<file path="config.mk">
export PLATFORM = sky130hd
export DESIGN_NAME = hsiao_ecc_scrubber
export DESIGN_NICKNAME = d
export VERILOG_FILES = /design/src/rtl/hsiao_ecc_pkg.sv /design/src/rtl/hsiao_ecc_cor.sv /design/src/rtl/hsiao_ecc_scrubber.sv
export SDC_FILE = /design/constraint.sdc
export NUM_CORES = 1
export LEC_CHECK = 0
export CORE_MARGIN = 8
export CORE_UTILIZATION = 47
export CTS_BUF_LIST = sky130_fd_sc_hd__clkbuf_4 sky130_fd_sc_hd__clkbuf_8
export DETAILED_ROUTE_END_ITERATION = 12
export PLACE_DENSITY = 0.83
export SKIP_LAST_GASP = 1
export SLEW_MARGIN = 20
export SYNTH_ARGS = -nofsm -noshare
export SYNTH_HDL_FRONTEND = slang
export SYNTH_SLANG_ARGS = --single-unit
</file>
<file path="constraint.sdc">
create_clock -name clk_i -period 2.1 [get_ports clk_i]
set_clock_uncertainty 0.15 [all_clocks]
set_input_delay 0.21 -clock clk_i [delete_from_list [all_inputs] [get_ports clk_i]]
set_output_delay 0.21 -clock clk_i [all_outputs]
set_load 0.03 [all_outputs]
</file>
<file path="src/rtl/hsiao_ecc_pkg.sv">
// rtl/hsiao_ecc_pkg.sv - Hsiao (39,32) SECDED code constants and scrubber state type.
package hsiao_ecc_pkg;

   localparam int unsigned HsiaoDataWidth  = 32;
   localparam int unsigned HsiaoProtWidth  = 7;
   localparam int unsigned HsiaoTotalWidth = HsiaoDataWidth + HsiaoProtWidth;

   typedef enum logic [1:0] {IDLE, READ, WAIT, WRITE} scrub_state_e;

   // H-matrix data columns: the 32 smallest weight-3 vectors; check bits use unit columns.
   localparam logic [HsiaoProtWidth-1:0] HsiaoCols [HsiaoDataWidth] = '{
      7'd7,  7'd11, 7'd13, 7'd14, 7'd19, 7'd21, 7'd22, 7'd25,
      7'd26, 7'd28, 7'd35, 7'd37, 7'd38, 7'd41, 7'd42, 7'd44,
      7'd49, 7'd50, 7'd52, 7'd56, 7'd67, 7'd69, 7'd70, 7'd73,
      7'd74, 7'd76, 7'd81, 7'd82, 7'd84, 7'd88, 7'd97, 7'd98
   };

endpackage

</file>
<file path="src/rtl/hsiao_ecc_cor.sv">
// rtl/hsiao_ecc_cor.sv - combinational Hsiao decode: syndrome, single-bit correction, error class.
module hsiao_ecc_cor
   import hsiao_ecc_pkg::*;
(
   input  logic [HsiaoTotalWidth-1:0] rdata,
   output logic [HsiaoTotalWidth-1:0] out,
   output logic [1:0]                 err_o
);

   logic [HsiaoProtWidth-1:0]  syndrome;
   logic [HsiaoTotalWidth-1:0] flip;

   always_comb begin
      syndrome = rdata[HsiaoTotalWidth-1:HsiaoDataWidth];
      for (int i = 0; i < HsiaoDataWidth; i++) begin
         if (rdata[i]) begin
            syndrome = syndrome ^ HsiaoCols[i];
         end
      end
   end

   always_comb begin
      flip = '0;
      for (int i = 0; i < HsiaoDataWidth; i++) begin
         flip[i] = (syndrome == HsiaoCols[i]);
      end
      for (int j = 0; j < HsiaoProtWidth; j++) begin
         flip[HsiaoDataWidth+j] = (syndrome == (HsiaoProtWidth'(1) << j));
      end
   end

   // An odd syndrome that matches no column is not correctable, so it is classed as a double.
   assign err_o[0] = |flip;
   assign err_o[1] = (|syndrome) & ~(|flip);
   assign out      = rdata ^ flip;

endmodule

</file>
<file path="src/rtl/hsiao_ecc_scrubber.sv">
// rtl/hsiao_ecc_scrubber.sv - background Hsiao scrubber for one SRAM bank.
// Optional saturating event counters are enabled by HSIAO_SCRUB_COUNTERS_EN.
module hsiao_ecc_scrubber
   import hsiao_ecc_pkg::*;
#(
   parameter int unsigned BankSize   = 256,
   parameter int unsigned DataWidth  = 32,
   parameter int unsigned ProtWidth  = $clog2(DataWidth) + 2,
   parameter int unsigned TotalWidth = DataWidth + ProtWidth,
   parameter int unsigned AddrWidth  = $clog2(BankSize)
)(
   input  logic                  clk_i,
   input  logic                  rst_ni,
   input  logic                  scrub_trigger_i,
   input  logic                  intc_req_i,
   output logic                  bank_req_o,
   output logic                  bank_we_o,
   output logic [AddrWidth-1:0]  bank_add_o,
   output logic [TotalWidth-1:0] bank_wdata_o,
   input  logic                  bank_gnt_i,
   input  logic [TotalWidth-1:0] bank_rdata_i,
   input  logic                  bank_rvalid_i,
   output logic                  bar_corrected_o,
   output logic                  uncorrectable_o,
   output logic [31:0]           num_corrected_o,
   output logic [31:0]           num_uncorrectable_o
);

   scrub_state_e          state, state_next;
   logic [AddrWidth-1:0]  ptr, ptr_next;
   logic [TotalWidth-1:0] hold, hold_next;
   logic [TotalWidth-1:0] cor_out;
   logic [1:0]            err;
   logic                  cor_pulse, unc_pulse, advance;
   logic                  corrected, uncorrectable;

   hsiao_ecc_cor u_cor (
      .rdata (bank_rdata_i),
      .out   (cor_out),
      .err_o (err)
   );

   always_ff @(posedge clk_i or negedge rst_ni) begin
      if (!rst_ni) begin
         state         <= IDLE;
         ptr           <= '0;
         hold          <= '0;
         corrected     <= 1'b0;
         uncorrectable <= 1'b0;
      end else begin
         state         <= state_next;
         ptr           <= ptr_next;
         hold          <= hold_next;
         corrected     <= cor_pulse;
         uncorrectable <= unc_pulse;
      end
   end

   always_comb begin
      state_next = state;
      ptr_next   = ptr;
      hold_next  = hold;
      cor_pulse  = 1'b0;
      unc_pulse  = 1'b0;
      advance    = 1'b0;
      case (state)
         IDLE: begin
            if (scrub_trigger_i && !intc_req_i) begin
               state_next = READ;
            end
         end
         READ: begin
            if (bank_gnt_i) begin
               state_next = WAIT;
            end
         end
         WAIT: begin
            if (bank_rvalid_i) begin
               if (err[0]) begin
                  hold_next  = cor_out;
                  cor_pulse  = 1'b1;
                  state_next = WRITE;
               end else begin
                  unc_pulse  = err[1];
                  advance    = 1'b1;
                  state_next = IDLE;
               end
            end
         end
         WRITE: begin
            if (bank_gnt_i) begin
               advance    = 1'b1;
               state_next = IDLE;
            end
         end
         default: state_next = IDLE;
      endcase
      // Explicit wrap so non-power-of-two bank sizes walk 0..BankSize-1 only.
      if (advance) begin
         ptr_next = (ptr == AddrWidth'(BankSize - 1)) ? '0 : ptr + 1'b1;
      end
   end

   assign bank_req_o      = (state == READ) || (state == WRITE);
   assign bank_we_o       = (state == WRITE);
   assign bank_add_o      = ptr;
   assign bank_wdata_o    = hold;
   assign bar_corrected_o = corrected;
   assign uncorrectable_o = uncorrectable;

`ifdef HSIAO_SCRUB_COUNTERS_EN
   logic [31:0] cnt_cor, cnt_unc;

   always_ff @(posedge clk_i or negedge rst_ni) begin
      if (!rst_ni) begin
         cnt_cor <= '0;
         cnt_unc <= '0;
      end else begin
         if (cor_pulse && (cnt_cor != 32'hFFFF_FFFF)) begin
            cnt_cor <= cnt_cor + 32'd1;
         end
         if (unc_pulse && (cnt_unc != 32'hFFFF_FFFF)) begin
            cnt_unc <= cnt_unc + 32'd1;
         end
      end
   end

   assign num_corrected_o     = cnt_cor;
   assign num_uncorrectable_o = cnt_unc;
`else
   assign num_corrected_o     = '0;
   assign num_uncorrectable_o = '0;
`endif

endmodule

</file>
==> results.sh <==
export IMPL_status="finished with violations"
export IMPL_violations="negative setup slack"
export IMPL_ir_drop_mv=1.16
export IMPL_final_layout_size_suffix_gt1_share_pct=45.3
export IMPL_worstReg2RegStart="state[0]"
export IMPL_htreeDepth=2
export IMPL_antenna_cells=0
export IMPL_cts_tree="built"
export IMPL_p_sw_share_pct=47.4
export IMPL_end_kind="flop"
export IMPL_intPower_mw=6.30
export IMPL_layout_nets=731
export IMPL_power_density_nw_per_um2=1650
export IMPL_grt_overflow=0
export IMPL_startpoint_type="primary input"
export IMPL_synth_yosys_seq_area_share_pct=28.3
export IMPL_start_util_pct=48.6
export IMPL_design_area_um2=7240
export IMPL_maxCapViolations=0
export IMPL_drv_slew=0
export IMPL_netSwitchingPower_mw=5.67
export IMPL_total_power_mw=12.0
export IMPL_postPlaceCellArea_um2=6230
export IMPL_holdCritPathClass="primary input to flop"
export IMPL_synth_cell_types=53
export IMPL_seqPwrFrac_pct=14.5
export IMPL_viasPerCell=5.65
export IMPL_wl_per_cell_um=24.6
export IMPL_multi_input_area_um2=3470
export IMPL_cts_sinks=51
export IMPL_pwr_share_clk_pct=5.1
export IMPL_max_freq_ghz=0.279
export IMPL_cts_buffers=5
export IMPL_globalplace_congestion=0.918
export IMPL_clk_pin_slew_ns=0.11
export IMPL_setup_slack_ns=-1.48
export IMPL_tightest_slew_ns=0.800
export IMPL_path_max_fanout=5
export IMPL_min_delay_start="bank_rdata_i[28]"
export IMPL_drc_errors=0
export IMPL_dr_pass1_iters=7
export IMPL_p_leak_nw=3.52
export IMPL_dp_slack_ns=-2.37
export IMPL_antenna_found_initial=0
export IMPL_synthArstFlopShare_pct=100
export IMPL_slew_headroom_pct=46.5
export IMPL_synth_seq_cells=51
export IMPL_drt_initial_drc_count=522
export IMPL_antenna_left=0
export IMPL_clock_path_buffers=2
export IMPL_worstPathRequired_ns=2.16
export IMPL_rows=35
export IMPL_groute_usage_overall_pct=25.0
export IMPL_synth_flop_cell="dfrtp_1"
export IMPL_io_buffers=95
export IMPL_first_global_vias=4692
export IMPL_avgSynthCellArea_um2=10.6
export IMPL_synth_area_um2=4510
export IMPL_finalSetupViolCount=51
export IMPL_syn_inst=426
export IMPL_dieArea_um2=13000
export IMPL_rsz0062_at_grt="yes"
export IMPL_die_y_um=114
export IMPL_post_route_util_pct=78.0
export IMPL_worstPathArrival_ns=3.63
export IMPL_startpoint="bank_rdata_i[13]"
export IMPL_crit_type="primary input to flop"
export IMPL_hpwlAfterDp_mm=11.3
export IMPL_ys_warn_count=0
export IMPL_synth_edf_count=0
export IMPL_routed_wl_mm=20.0
export IMPL_core_area_um2=9280
export IMPL_period_minus_slack_ns=3.58
export IMPL_cts_root_buf="clkbuf_8"
export IMPL_die_w_um=114
export IMPL_grt_max_degree=28
export IMPL_worstSkewPairLatency_ns=0.31
export IMPL_grt_pass1_wl_mm=25.5
export IMPL_ios=160
export IMPL_seqCellArea_um2=1280
export IMPL_via_count=4604
export IMPL_area_delta_synth_final_pct=60.5
export IMPL_power_frac_comb_pct=80.4
export IMPL_finalHoldViolations=0
export IMPL_period_share_pct=170
export IMPL_n_fill_cell=512
-- metal layers --
layer	up-vias	share of wire, %	GRT usage, %
li1	1862	-	-
met1	2204	34	27.8
met2	416	48	45.7
met3	122	10	4.07
met4	0	7.6	10.8
met5	-	0	0
-- final timing paths --
check	to	slack [ns]	depth (start not counted)
worst max register to register	bank_wdata_o[16]	-0.09	5
min in group asynchronous	bar_corrected_o	0.29	2
worst max-delay path	bank_wdata_o[36]	-1.48	15
max in group asynchronous	bank_wdata_o[16]	0.93	3
worst min-delay path	bank_wdata_o[28]	0.19	4
worst min register to register	bank_wdata_o[23]	0.38	1
-- layout make-up --
class / instances / area share (%)
Sequential cell: 51 / 17.6
Tap cell: 129 / 2.23
Multi-Input combinational cell: 367 / 47.9
Inverter: 3 / 0.156
Timing Repair Buffer: 257 / 30.9
Clock inverter: 3 / 0.259
Clock buffer: 5 / 0.951
-- stage by stage --
step	std cells	setup TNS, ns	hold WS, ns
after CTS	792	-68.73	0.241
after detailed placement	759	-115.12	0.0955
final	815	-70.60	0.190
after floorplan	489	-60.18	-0.236
after global placement	759	-110.46	0.0788
after global routing	815	-74.82	0.189
-- cell usage in the layout (no fill, tap or decap), drive strengths merged, types with 13 or more instances in the layout --
cell           synthesis  routed
nand2                 38      38
clkbuf                 3      18
mux2                  41      41
clkdlybuf4s50          0      56
xnor2                 76      76
buf                   70     171
nor2                  15      20
dfrtp                 51      51
xnor3                 24      24
nand3                 22      22
conb                   1      64
xor2                  13      13
-- sequential cells by signal (all words and copies together) (netlist names) --
register	cells
bank_wdata_o	39
bank_add_o	8
state	2
bar_corrected_o	1
uncorrectable_o	1
-- cell usage after synthesis, types with 2 or more instances --
| cell type | number | share of area, % |
|---|---|---|
| xnor2_1 | 74 | 14 |
| buf_4 | 64 | 11 |
| dfrtp_1 | 51 | 28 |
| mux2_1 | 39 | 9.7 |
| nand2_1 | 37 | 3.1 |
| nand3_1 | 22 | 2.4 |
| xnor3_1 | 20 | 10 |
| nor2_1 | 14 | 1.2 |
| xor2_1 | 13 | 2.5 |
| nor3_1 | 11 | 1.2 |
| and3_1 | 6 | 0.83 |
| nand4_1 | 6 | 0.83 |
| nor4_1 | 6 | 0.83 |
| buf_6 | 5 | 1.2 |
| xnor3_2 | 4 | 2.1 |
| a31oi_1 | 3 | 0.42 |
| clkbuf_1 | 3 | 0.25 |
| inv_1 | 3 | 0.25 |
| o21ai_0 | 3 | 0.33 |
| a211oi_1 | 2 | 0.33 |
| a21o_1 | 2 | 0.33 |
| a21oi_1 | 2 | 0.22 |
| mux2_4 | 2 | 0.67 |
| nand4b_1 | 2 | 0.39 |
| o31ai_1 | 2 | 0.33 |
| or3_1 | 2 | 0.28 |
| xnor2_2 | 2 | 0.72 |
-- power by group through the flow --
stage	logic, mW	clock network, mW	registers [mW]
floorplan	3.22	0	2.47
global placement	6.93	0	1.66
detailed placement	7.01	0	1.69
CTS	8.35	0.600	1.69
global route	9.92	0.652	1.77
finish	9.62	0.607	1.74
-- critical path, stage by stage --
cell	delay, ns
clkdlybuf4s15_1	0.24
xor2_2	0.19
xor2_1	0.28
buf_4	0.18
buf_4	0.11
xnor3_2	0.47
xnor2_2	0.18
xnor2_2	0.13
and3_1	0.14
or4_4	0.55
nor3_4	0.19
buf_6	0.20
nor2_4	0.05
buf_12	0.18
mux2_4	0.31
-- kinds of logic (layout without fill, tap and decap cells) --
group,count (synthesis),count (layout),share of synthesized area [%]
AOI/OAI and AO/OA,26,26,4.80
xor gates and xnor gates,115,115,30.9
adders and majority gates,1,1,0.277
buffers and inverters,76,268,12.5
DFF,51,51,28.3
muxes,42,42,10.6
other,1,64,0.0832
and+or+nand+nor,114,119,12.5
-- timing repair --
| action | 4_1_cts | 5_1_grt |
|---|---|---|
| setup endpoints to repair | 51 | 51 |
| setup buffers | 20 | 25 |
| gates cloned | 5 | 1 |
| resized for setup | 129 | 90 |
| hold endpoints to repair | 24 | 0 |
| hold buffers | 1 | 0 |
| pin swaps | 34 | 43 |
(Power assumes the default switching activity.)
